**src/rtl/sm83_pkg.sv**
```systemverilog
// Shared SM83 core definitions: word size, opcode-fetch sequencer states
// and the opcode constants the fetch path needs to recognise.
package sm83_pkg;

    localparam int unsigned WORD_SIZE = 8;

    typedef enum logic [1:0] {
        RUN  = 2'd0,
        CB   = 2'd1,
        HALT = 2'd2,
        INT  = 2'd3
    } sm83_fetch_state_t;

    localparam logic [WORD_SIZE-1:0] OPC_NOP       = 8'h00;
    localparam logic [WORD_SIZE-1:0] OPC_PREFIX_CB = 8'hCB;
    localparam logic [WORD_SIZE-1:0] OPC_HALT      = 8'h76;

endpackage

```
**src/rtl/sm83_opfetch_if.sv**
```systemverilog
// Bundle between the memory read path / sequencer (master) and the opcode
// fetch block (slave).
interface sm83_opfetch_if;
    import sm83_pkg::*;

    logic                 mcyc_adv;
    logic                 fetch;
    logic [WORD_SIZE-1:0] rdata;
    logic                 halt_exec;
    logic                 ime;
    logic                 irq;

    logic [WORD_SIZE-1:0] opcode;
    logic                 bank_cb;
    logic                 in_halt;
    logic                 in_int;
    logic                 in_alu;
    logic [2:0]           mcyc;
    logic                 pc_inc;

    modport master (
        output mcyc_adv, fetch, rdata, halt_exec, ime, irq,
        input  opcode, bank_cb, in_halt, in_int, in_alu, mcyc, pc_inc
    );

    modport slave (
        input  mcyc_adv, fetch, rdata, halt_exec, ime, irq,
        output opcode, bank_cb, in_halt, in_int, in_alu, mcyc, pc_inc
    );

endinterface

```
**src/rtl/sm83_opfetch.sv**
```systemverilog
// SM83 opcode fetch / instruction-state sequencer: instruction register,
// CB bank, HALT (with HALT bug), interrupt dispatch and M-cycle counter.
module sm83_opfetch
    import sm83_pkg::*;
(
    input  logic          clk,
    input  logic          nreset,
    sm83_opfetch_if.slave bus
);

    sm83_fetch_state_t    state_q, state_d;
    logic [WORD_SIZE-1:0] opcode_q, opcode_d;
    logic                 bank_cb_q, bank_cb_d;
    logic [2:0]           mcyc_q, mcyc_d;
    logic                 pc_inc_q, pc_inc_d;
    logic                 bug_q, bug_d;
    logic                 take_int;

    assign take_int = (state_q == RUN) && bus.ime && bus.irq;

    always_ff @(posedge clk or negedge nreset) begin
        if (!nreset) begin
            state_q   <= RUN;
            opcode_q  <= OPC_NOP;
            bank_cb_q <= 1'b0;
            mcyc_q    <= '0;
            pc_inc_q  <= 1'b1;
            bug_q     <= 1'b0;
        end else begin
            state_q   <= state_d;
            opcode_q  <= opcode_d;
            bank_cb_q <= bank_cb_d;
            mcyc_q    <= mcyc_d;
            pc_inc_q  <= pc_inc_d;
            bug_q     <= bug_d;
        end
    end

    always_comb begin
        state_d = state_q;
        if (bus.mcyc_adv) begin
            unique case (state_q)
                RUN: begin
                    if (bus.halt_exec) begin
                        // irq pending with IME clear is the HALT bug: no halt
                        if (!(bus.irq && !bus.ime)) state_d = HALT;
                    end else if (bus.fetch) begin
                        if (take_int)                          state_d = INT;
                        else if (bus.rdata == OPC_PREFIX_CB)   state_d = CB;
                    end
                end
                CB:      if (bus.fetch) state_d = RUN;
                HALT:    if (bus.irq)   state_d = RUN;
                INT:     if (bus.fetch) state_d = RUN;
                default: state_d = RUN;
            endcase
        end
    end

    always_comb begin
        opcode_d  = opcode_q;
        bank_cb_d = bank_cb_q;
        mcyc_d    = mcyc_q;
        pc_inc_d  = pc_inc_q;
        bug_d     = bug_q;
        if (bus.mcyc_adv) begin
            if (state_q == RUN && bus.halt_exec) begin
                pc_inc_d = 1'b0;
                if (bus.irq && !bus.ime) bug_d  = 1'b1;
                else                     mcyc_d = '0;
            end else if (state_q == HALT) begin
                mcyc_d = '0;
                if (bus.irq) pc_inc_d = 1'b1;
            end else if (bus.fetch) begin
                // bug flag clears on this fetch, so PC resumes incrementing
                mcyc_d   = '0;
                bug_d    = 1'b0;
                pc_inc_d = 1'b1;
                if (take_int) begin
                    opcode_d  = OPC_NOP;
                    bank_cb_d = 1'b0;
                    pc_inc_d  = 1'b0;
                end else begin
                    opcode_d  = bus.rdata;
                    bank_cb_d = (state_q == CB);
                end
            end else if (mcyc_q != 3'd7) begin
                mcyc_d = mcyc_q + 3'd1;
            end
        end
    end

    always_comb begin
        bus.in_alu = 1'b0;
        if (state_q == RUN && !bank_cb_q) begin
            if (opcode_q[7:6] == 2'b10 && opcode_q[2:0] != 3'b110 && mcyc_q == 3'd0)
                bus.in_alu = 1'b1;
            else if (opcode_q[7] && opcode_q[2:0] == 3'b110 && mcyc_q == 3'd1)
                bus.in_alu = 1'b1;
        end
    end

    assign bus.opcode  = opcode_q;
    assign bus.bank_cb = bank_cb_q;
    assign bus.in_halt = (state_q == HALT);
    assign bus.in_int  = (state_q == INT);
    assign bus.mcyc    = mcyc_q;
    assign bus.pc_inc  = pc_inc_q;

endmodule

```
**src/flat_wrapper.sv**
```systemverilog
// flat-port wrapper written by rule: the top's interface ports become plain ports
module sm83_opfetch_flat import sm83_pkg::*;
  (clk, nreset, bus_mcyc_adv, bus_fetch, bus_rdata, bus_halt_exec, bus_ime, bus_irq, bus_opcode, bus_bank_cb, bus_in_halt, bus_in_int, bus_in_alu, bus_mcyc, bus_pc_inc);
  sm83_opfetch_if bus_i ();
  input  logic clk;
  input  logic nreset;
  input wire logic [$bits(bus_i.mcyc_adv)-1:0] bus_mcyc_adv;
  input wire logic [$bits(bus_i.fetch)-1:0] bus_fetch;
  input wire logic [$bits(bus_i.rdata)-1:0] bus_rdata;
  input wire logic [$bits(bus_i.halt_exec)-1:0] bus_halt_exec;
  input wire logic [$bits(bus_i.ime)-1:0] bus_ime;
  input wire logic [$bits(bus_i.irq)-1:0] bus_irq;
  output wire logic [$bits(bus_i.opcode)-1:0] bus_opcode;
  output wire logic [$bits(bus_i.bank_cb)-1:0] bus_bank_cb;
  output wire logic [$bits(bus_i.in_halt)-1:0] bus_in_halt;
  output wire logic [$bits(bus_i.in_int)-1:0] bus_in_int;
  output wire logic [$bits(bus_i.in_alu)-1:0] bus_in_alu;
  output wire logic [$bits(bus_i.mcyc)-1:0] bus_mcyc;
  output wire logic [$bits(bus_i.pc_inc)-1:0] bus_pc_inc;
  assign bus_i.mcyc_adv = bus_mcyc_adv;
  assign bus_i.fetch = bus_fetch;
  assign bus_i.rdata = bus_rdata;
  assign bus_i.halt_exec = bus_halt_exec;
  assign bus_i.ime = bus_ime;
  assign bus_i.irq = bus_irq;
  assign bus_opcode = bus_i.opcode;
  assign bus_bank_cb = bus_i.bank_cb;
  assign bus_in_halt = bus_i.in_halt;
  assign bus_in_int = bus_i.in_int;
  assign bus_in_alu = bus_i.in_alu;
  assign bus_mcyc = bus_i.mcyc;
  assign bus_pc_inc = bus_i.pc_inc;
  sm83_opfetch u_core (.clk(clk), .nreset(nreset), .bus(bus_i));
endmodule
```
**config.mk**
```make
export PLATFORM = sky130hd
export DESIGN_NAME = sm83_opfetch_flat
export DESIGN_NICKNAME = d
export VERILOG_FILES = /design/src/rtl/sm83_pkg.sv /design/src/rtl/sm83_opfetch_if.sv /design/src/rtl/sm83_opfetch.sv /design/src/flat_wrapper.sv
export SDC_FILE = /design/constraint.sdc
export NUM_CORES = 1
export LEC_CHECK = 0
export ABC_CLOCK_PERIOD_IN_PS = 1900
export CORE_MARGIN = 8
export CORE_UTILIZATION = 44
export DETAILED_ROUTE_END_ITERATION = 8
export GPL_TIMING_DRIVEN = 0
export MAX_ROUTING_LAYER = met4
export PLACE_DENSITY = 0.83
export SETUP_SLACK_MARGIN = 0.4
export SLEW_MARGIN = 20
export SYNTH_ARGS = -nofsm -noshare
export SYNTH_HDL_FRONTEND = slang
export SYNTH_SLANG_ARGS = --single-unit
```
**constraint.sdc**
```tcl
create_clock -name clk -period 1.9 [get_ports clk]
set_input_delay 0.38 -clock clk [delete_from_list [all_inputs] [get_ports clk]]
set_output_delay 0.38 -clock clk [all_outputs]
set_load 0.02 [all_outputs]
```
==> Yosys cells after proc, flatten, opt, wreduce, memory -nomap -nowiden <==
Index checks and enable logic that the tools add are counted.
{ "word_totals": {"regBits": 15, "latch_bits": 0, "ram_bits": 0, "romBits": 0, "out_inout_bits": 16, "word_cells": 67, "mem_count": 0} }
{ "op_classes": {"n_addsub": 1, "mul": 0, "div_mod_pow": 0, "magnitude_cmp": 0, "n_eq_ne": 16, "shifts": 0, "mux": 23, "bitwise": 2, "n_reduce_logical": 20} }
{ "op_table": {"columns": ["op", "count"], "rows": [
  ["$mux W3", 5],
  ["$mux W2", 7],
  ["$ne A3 B3 Y1 const B", 4],
  ["$logic_and A1 B1 Y1", 9],
  ["$mux W1", 9],
  ["$eq A8 B8 Y1 const B", 1],
  ["$mux W8", 1],
  ["$eq A2 B2 Y1 const B", 3],
  ["$pmux W2 S3", 1],
  ["$reduce_and A3 Y1", 2],
  ["$reduce_and A6 Y1", 1],
  ["$ne A2 B2 Y1 const B", 2],
  ["$ne A4 B3 Y1 const B", 1],
  ["$reduce_and A4 Y1", 1],
  ["$reduce_bool A4 Y1", 1],
  ["$add A3 B1 Y3 const B", 1],
  ["$eq A3 B1 Y1 const B", 1],
  ["$eq A3 B3 Y1 const B", 1],
  ["$logic_not A3 Y1", 1],
  ["$ne A3 B2 Y1 const B", 1],
  ["$reduce_bool A3 Y1", 1],
  ["$eq A2 B1 Y1 const B", 1],
  ["$logic_not A1 Y1", 2],
  ["$logic_not A2 Y1", 1],
  ["other kinds (3)", 4]
]} }

==> Depth between registers and ports, before layout <==
{ "logic_depth": {"depth_word": 7, "depth_mapped": 5, "mapped_depth_nobuf": 5} }

==> Worst setup path before layout <==
No wires, ideal clock.
{ "synth_timing": {"path_type": "reg2out", "from": "register u_core.mcyc_q[0] (netlist: u_core.bus.mcyc[0])", "to": "output port bus_in_alu", "arrival_ns": 1.617, "setup_slack_ns": -0.097, "path_stages_with_launch": 6, "path_cell_list": "dfrtp_1 -> inv_1 -> ha_1 -> nor2b_1 -> mux2i_1 -> nor4_1"} }
{ "synth_between": {"elab_chain_cells": 5, "word_cells_on_any_way": 7, "classes_between": "eq/ne (1); mux (3); reduce/logical (3)"} }
{ "synth_rtl": {"columns": ["item", "line", "text"], "rows": [
  ["from (decl)", "sm83_opfetch.sv:14", "logic [2:0] mcyc_q, mcyc_d;"],
  ["from (signal assigned)", "sm83_opfetch.sv:33", "mcyc_q <= mcyc_d;"],
  ["$eq A3 B1 Y1", "sm83_opfetch.sv:98", "else if (opcode_q[7] && opcode_q[2:0] == 3'b110 && mcyc_q == 3'd1)"],
  ["$logic_and A1 B1 Y1", "sm83_opfetch.sv:98", null],
  ["$mux W1", "sm83_opfetch.sv:98", null],
  ["$mux W1 (*)", "sm83_opfetch.sv:96", "if (opcode_q[7:6] == 2'b10 && opcode_q[2:0] != 3'b110 && mcyc_q == 3'd0)"],
  ["$mux W1 (*)", "sm83_opfetch.sv:95", "if (state_q == RUN && !bank_cb_q) begin"],
  ["to (decl)", "flat_wrapper.sv:17", "output wire logic [$bits(bus_i.in_alu)-1:0] bus_in_alu;"]
]} }
Every way passes the cells marked *; elsewhere a longest branch is shown, timed or not.

==> Worst setup path in the final report <==
{ "layout_timing": {"from": "register u_core.state_q[0]", "to": "output port bus_in_alu"} }
{ "layout_between": {"elab_chain_cells": 3} }
{ "layout_rtl": {"columns": ["item", "line", "text"], "rows": [
  ["from (decl)", "sm83_opfetch.sv:11", "sm83_fetch_state_t state_q, state_d;"],
  ["from (signal assigned)", "sm83_opfetch.sv:30", "state_q <= state_d;"],
  ["$logic_not A2 Y1", "sm83_opfetch.sv:95", null],
  ["$logic_and A1 B1 Y1", "sm83_opfetch.sv:95", null],
  ["$mux W1", "sm83_opfetch.sv:95", null]
]} }
No other way between the ends.

==> impl_results.md <==
* Fin crit share at 98.59%
* Stages on the worst setup path at 3
* GPL Wtd Cong at between 0.8 and 0.9
* NetSw at 0.0007397 W
* Power per cell area at 1249 mW/mm^2
* Flop2flop setup slack at 320 ps
* Synth Instances at 95
* Dpl cells at 152
* Unrepaired setup endpoints after global routing: true
* CTS buffer count at 3
* Crit Path Max Fanout at 9
* CP Cell Sequence: or2_4 > nor4_4 > buf_4
* CP Capture Type: primary output
* Main combinational cell family by area after synthesis: compound AO/OA/AOI/OAI gates
* # IOs at 31
* Worst Tran Pin Value at 684.8 ps
* CP Capture Point: bus_in_alu
* Longest Clk Path Bufs at 2
* Yosys warning count at 0
* Core Region at between 0.0015 and 0.002 sq mm
* CTS tree: built
* Fmax at 533.8 MHz
* FP Rows at 16
* Post-synthesis mux area share at 5.687%
* Int Pwr at approximately 0.001 W
* Clock Latency Late Sink at 290 ps
* CP top delay family: simple AND/OR/NAND/NOR gates
* Ys async rst share at 100.0%
* Max IR drop VDD at 0.6689 mV
* Count leader, synth: o21ai_0
* Unique masters post-synth at 29
* Die Width at 61.28 um
* H-tree levels at 1
* Post-synth top cells: o21ai_0 (19), dfrtp_1 (14), nand2_1 (13)
* Critical Path Source: u_core.state_q[0]
* Filler cells at 157
* Initial antenna violation count at 0
* Clk slew on worst S/H paths at 100 ps
* Flop pwr share at 31.2%
* Netlist Area Pre-Place at 902.1 sq um
* Remaining Overflow, GRT at 0
* Layout cells sized above 1 at 30.66%
* Antenna cells at 0
* Compound-gate portion of the synthesized area at roughly 23%
* Max-slew violation count at 0
* Area share of fa/ha/maj cells after synthesis at under 10%
* Setup violators final at 0
* Gr usage total at between 10% and 20%
* Synth Area in XOR/XNOR at 0%
* Drt pass-1 iters at 4
* Total Nets Final at about 160
* Power share of the combinational group at 57.6%
* Critical R2R Capture: u_core.bus.mcyc[1]
* Max_cap viols at 0
* Via count at 887
* Register area share after synthesis at 41.75%
* Critical Path AT at 1490 ps
* WP data required at 1520 ps
* Register area at 381.6 sq um
* Leakage at 0.6544 nW
* Critical path's slowest cell: dfrtp_2
* Simple-gate area share of the yosys netlist at 19.00%
* DR WL/cell at ~16 um
* Slew headroom at 54.20%
* Area of placed instances at 0.001254 sq mm
* Clock Root Buffer: clkbuf_4
* Setup CP Type: reg -> out
* Number of port buffers at 30
* Clock power frac at 11.2%
* Synth Net Count at 114
* Synth area leader: dfrtp_1
* Area grow syn2layout at 55.06%
* Number of synthesized register bits at 15
* Final Hold Vio Count at 0
* Post-route insts no fill at 164
* Global-route wire length before repair at a little under 4 mm
* Post-synth EDFFs at 0
* Worst Clk Skew at 3.095 ps
* Hold Crit Class: in -> async
* Status: finished, final reports clean
* Final ANT Viol Nets at 0
* Synthesized area per cell at 9.496 sq um
* Final WL at 2.603 mm
* Hold buffers post-CTS at 0
* Final Instance Area at 0.001399 sq mm
* Via density at ~5.4
* FF-to-FF path depth at 7
* Synth top area share at 38.83%
* Clock Sinks at 15
* CP bufs+invs at 1
* Final min period at 1873 ps
* CP Launch Type: register
* Die ar. at approximately 0.0038 sq mm
* DP HPWL at 1.807 mm
* Die Span Y at 61.28 um
* R2R Path Start: u_core.bus.mcyc[1]
* Area contributors post-synth: dfrtp_1 (39%), o21ai_0 (11%), ha_1 (5.5%), nand2_1 (5.4%), mux2i_1 (4.4%)
* Switching part of the total at 42.33%
* Vias in the first global route at 821
* Main synth FF type: dfrtp_1
* Initial Util at 46.46%
* Drt first-iter violations at 17
* Residual DRC count at 0
* Largest net degree at the start of global routing at 16
* Area of the multi-input gates at 545.5 sq um
* CP max stage delay at 480 ps
==> kinds of logic after synthesis <==
family | after synthesis
compound gates | 30
simple gates | 31
mux | 5
flops | 15
fa+ha+maj | 4
buf+inv | 10
==> per-layer routing <==
layer  wire, um  up-vias  share of wire (%)  GRT usage (%)
met1       1132      425                 43          16.79
met4         16        0               0.61          3.987
met3        130        2                5.0          2.505
li1           -      429                  -              -
met2       1324       31                 51          23.73
met5          0        -                  0              -
==> through the flow <==
stage	hold WS, ps	worst slack [ps]	setup TNS (ps)	utilization [%]	power [W]
detailed placement	490.4	-211.1	-273.7	64.56	0.001469
CTS	506.0	56.20	0	68.88	0.001657
global placement	459.6	-195.3	-231.5	64.56	0.001445
floorplan	84.41	292.5	0	-	0.001057
global route	536.7	-20.64	-20.64	72.04	0.001842
finish	494.5	26.71	0	72.04	0.001748
==> power by group through the flow <==
stage | clock network, W | registers [W] | logic (W)
after floorplan | 0 | 0.000687 | 0.000370
final | 0.000196 | 0.000545 | 0.00101
after global routing | 0.000206 | 0.000560 | 0.00108
after CTS | 0.000191 | 0.000542 | 0.000923
after detailed placement | 0 | 0.000557 | 0.000913
after global placement | 0 | 0.000553 | 0.000892
==> final cells by class <==
cell class                      count  share of cell area (%)
Multi-Input combinational cell     70                   39.00
Sequential cell                    15                   27.28
Timing Repair Buffer               38                   26.03
Tap cell                           27                   2.415
Inverter                            8                   2.147
Clock buffer                        3                   1.610
Buffer                              2                   1.163
Clock inverter                      1                  0.3578
==> registers in the layout, indices dropped and copies added (netlist names) <==
name / flops
u_core.bus.mcyc: 3
u_core.bus.pc_inc: 1
u_core.bus.bank_cb: 1
u_core.bus.opcode: 8
u_core.state_q: 2
==> what timing repair did <==
item | in CTS | in global routing
buffers inserted | 6 | 2
setup endpoints to repair | 20 | 20
gates cloned | 0 | 0
pin swaps | 4 | 1
resized for setup | 40 | 20
==> cells in the final DEF, fill, tap and decap left out, types with 3 or more instances in the layout <==
cell type,instances
buf_4,6
buf_6,6
clkbuf_4,3
clkdlybuf4s50_1,11
dfrtp_1,10
dfrtp_2,4
dlygate4sd2_1,11
ha_1,3
inv_1,5
inv_2,3
mux2i_1,3
nand2_1,12
nand3_1,3
o21ai_0,19
o221ai_1,3
==> worst min path at each step <==
stage / end / startpoint / slack [ps]
final: u_core.bus.opcode[6] / nreset / 490
after global routing: u_core.bus.pc_inc / u_core.bus.pc_inc / 540
after CTS: u_core.bus.pc_inc / u_core.bus.pc_inc / 510
after detailed placement: u_core.bus.pc_inc / u_core.bus.pc_inc / 490
after global placement: u_core.bus.pc_inc / u_core.bus.pc_inc / 460
after floorplan: u_core.bus.bank_cb / nreset / 80
Power figures use the tool's default switching activity.
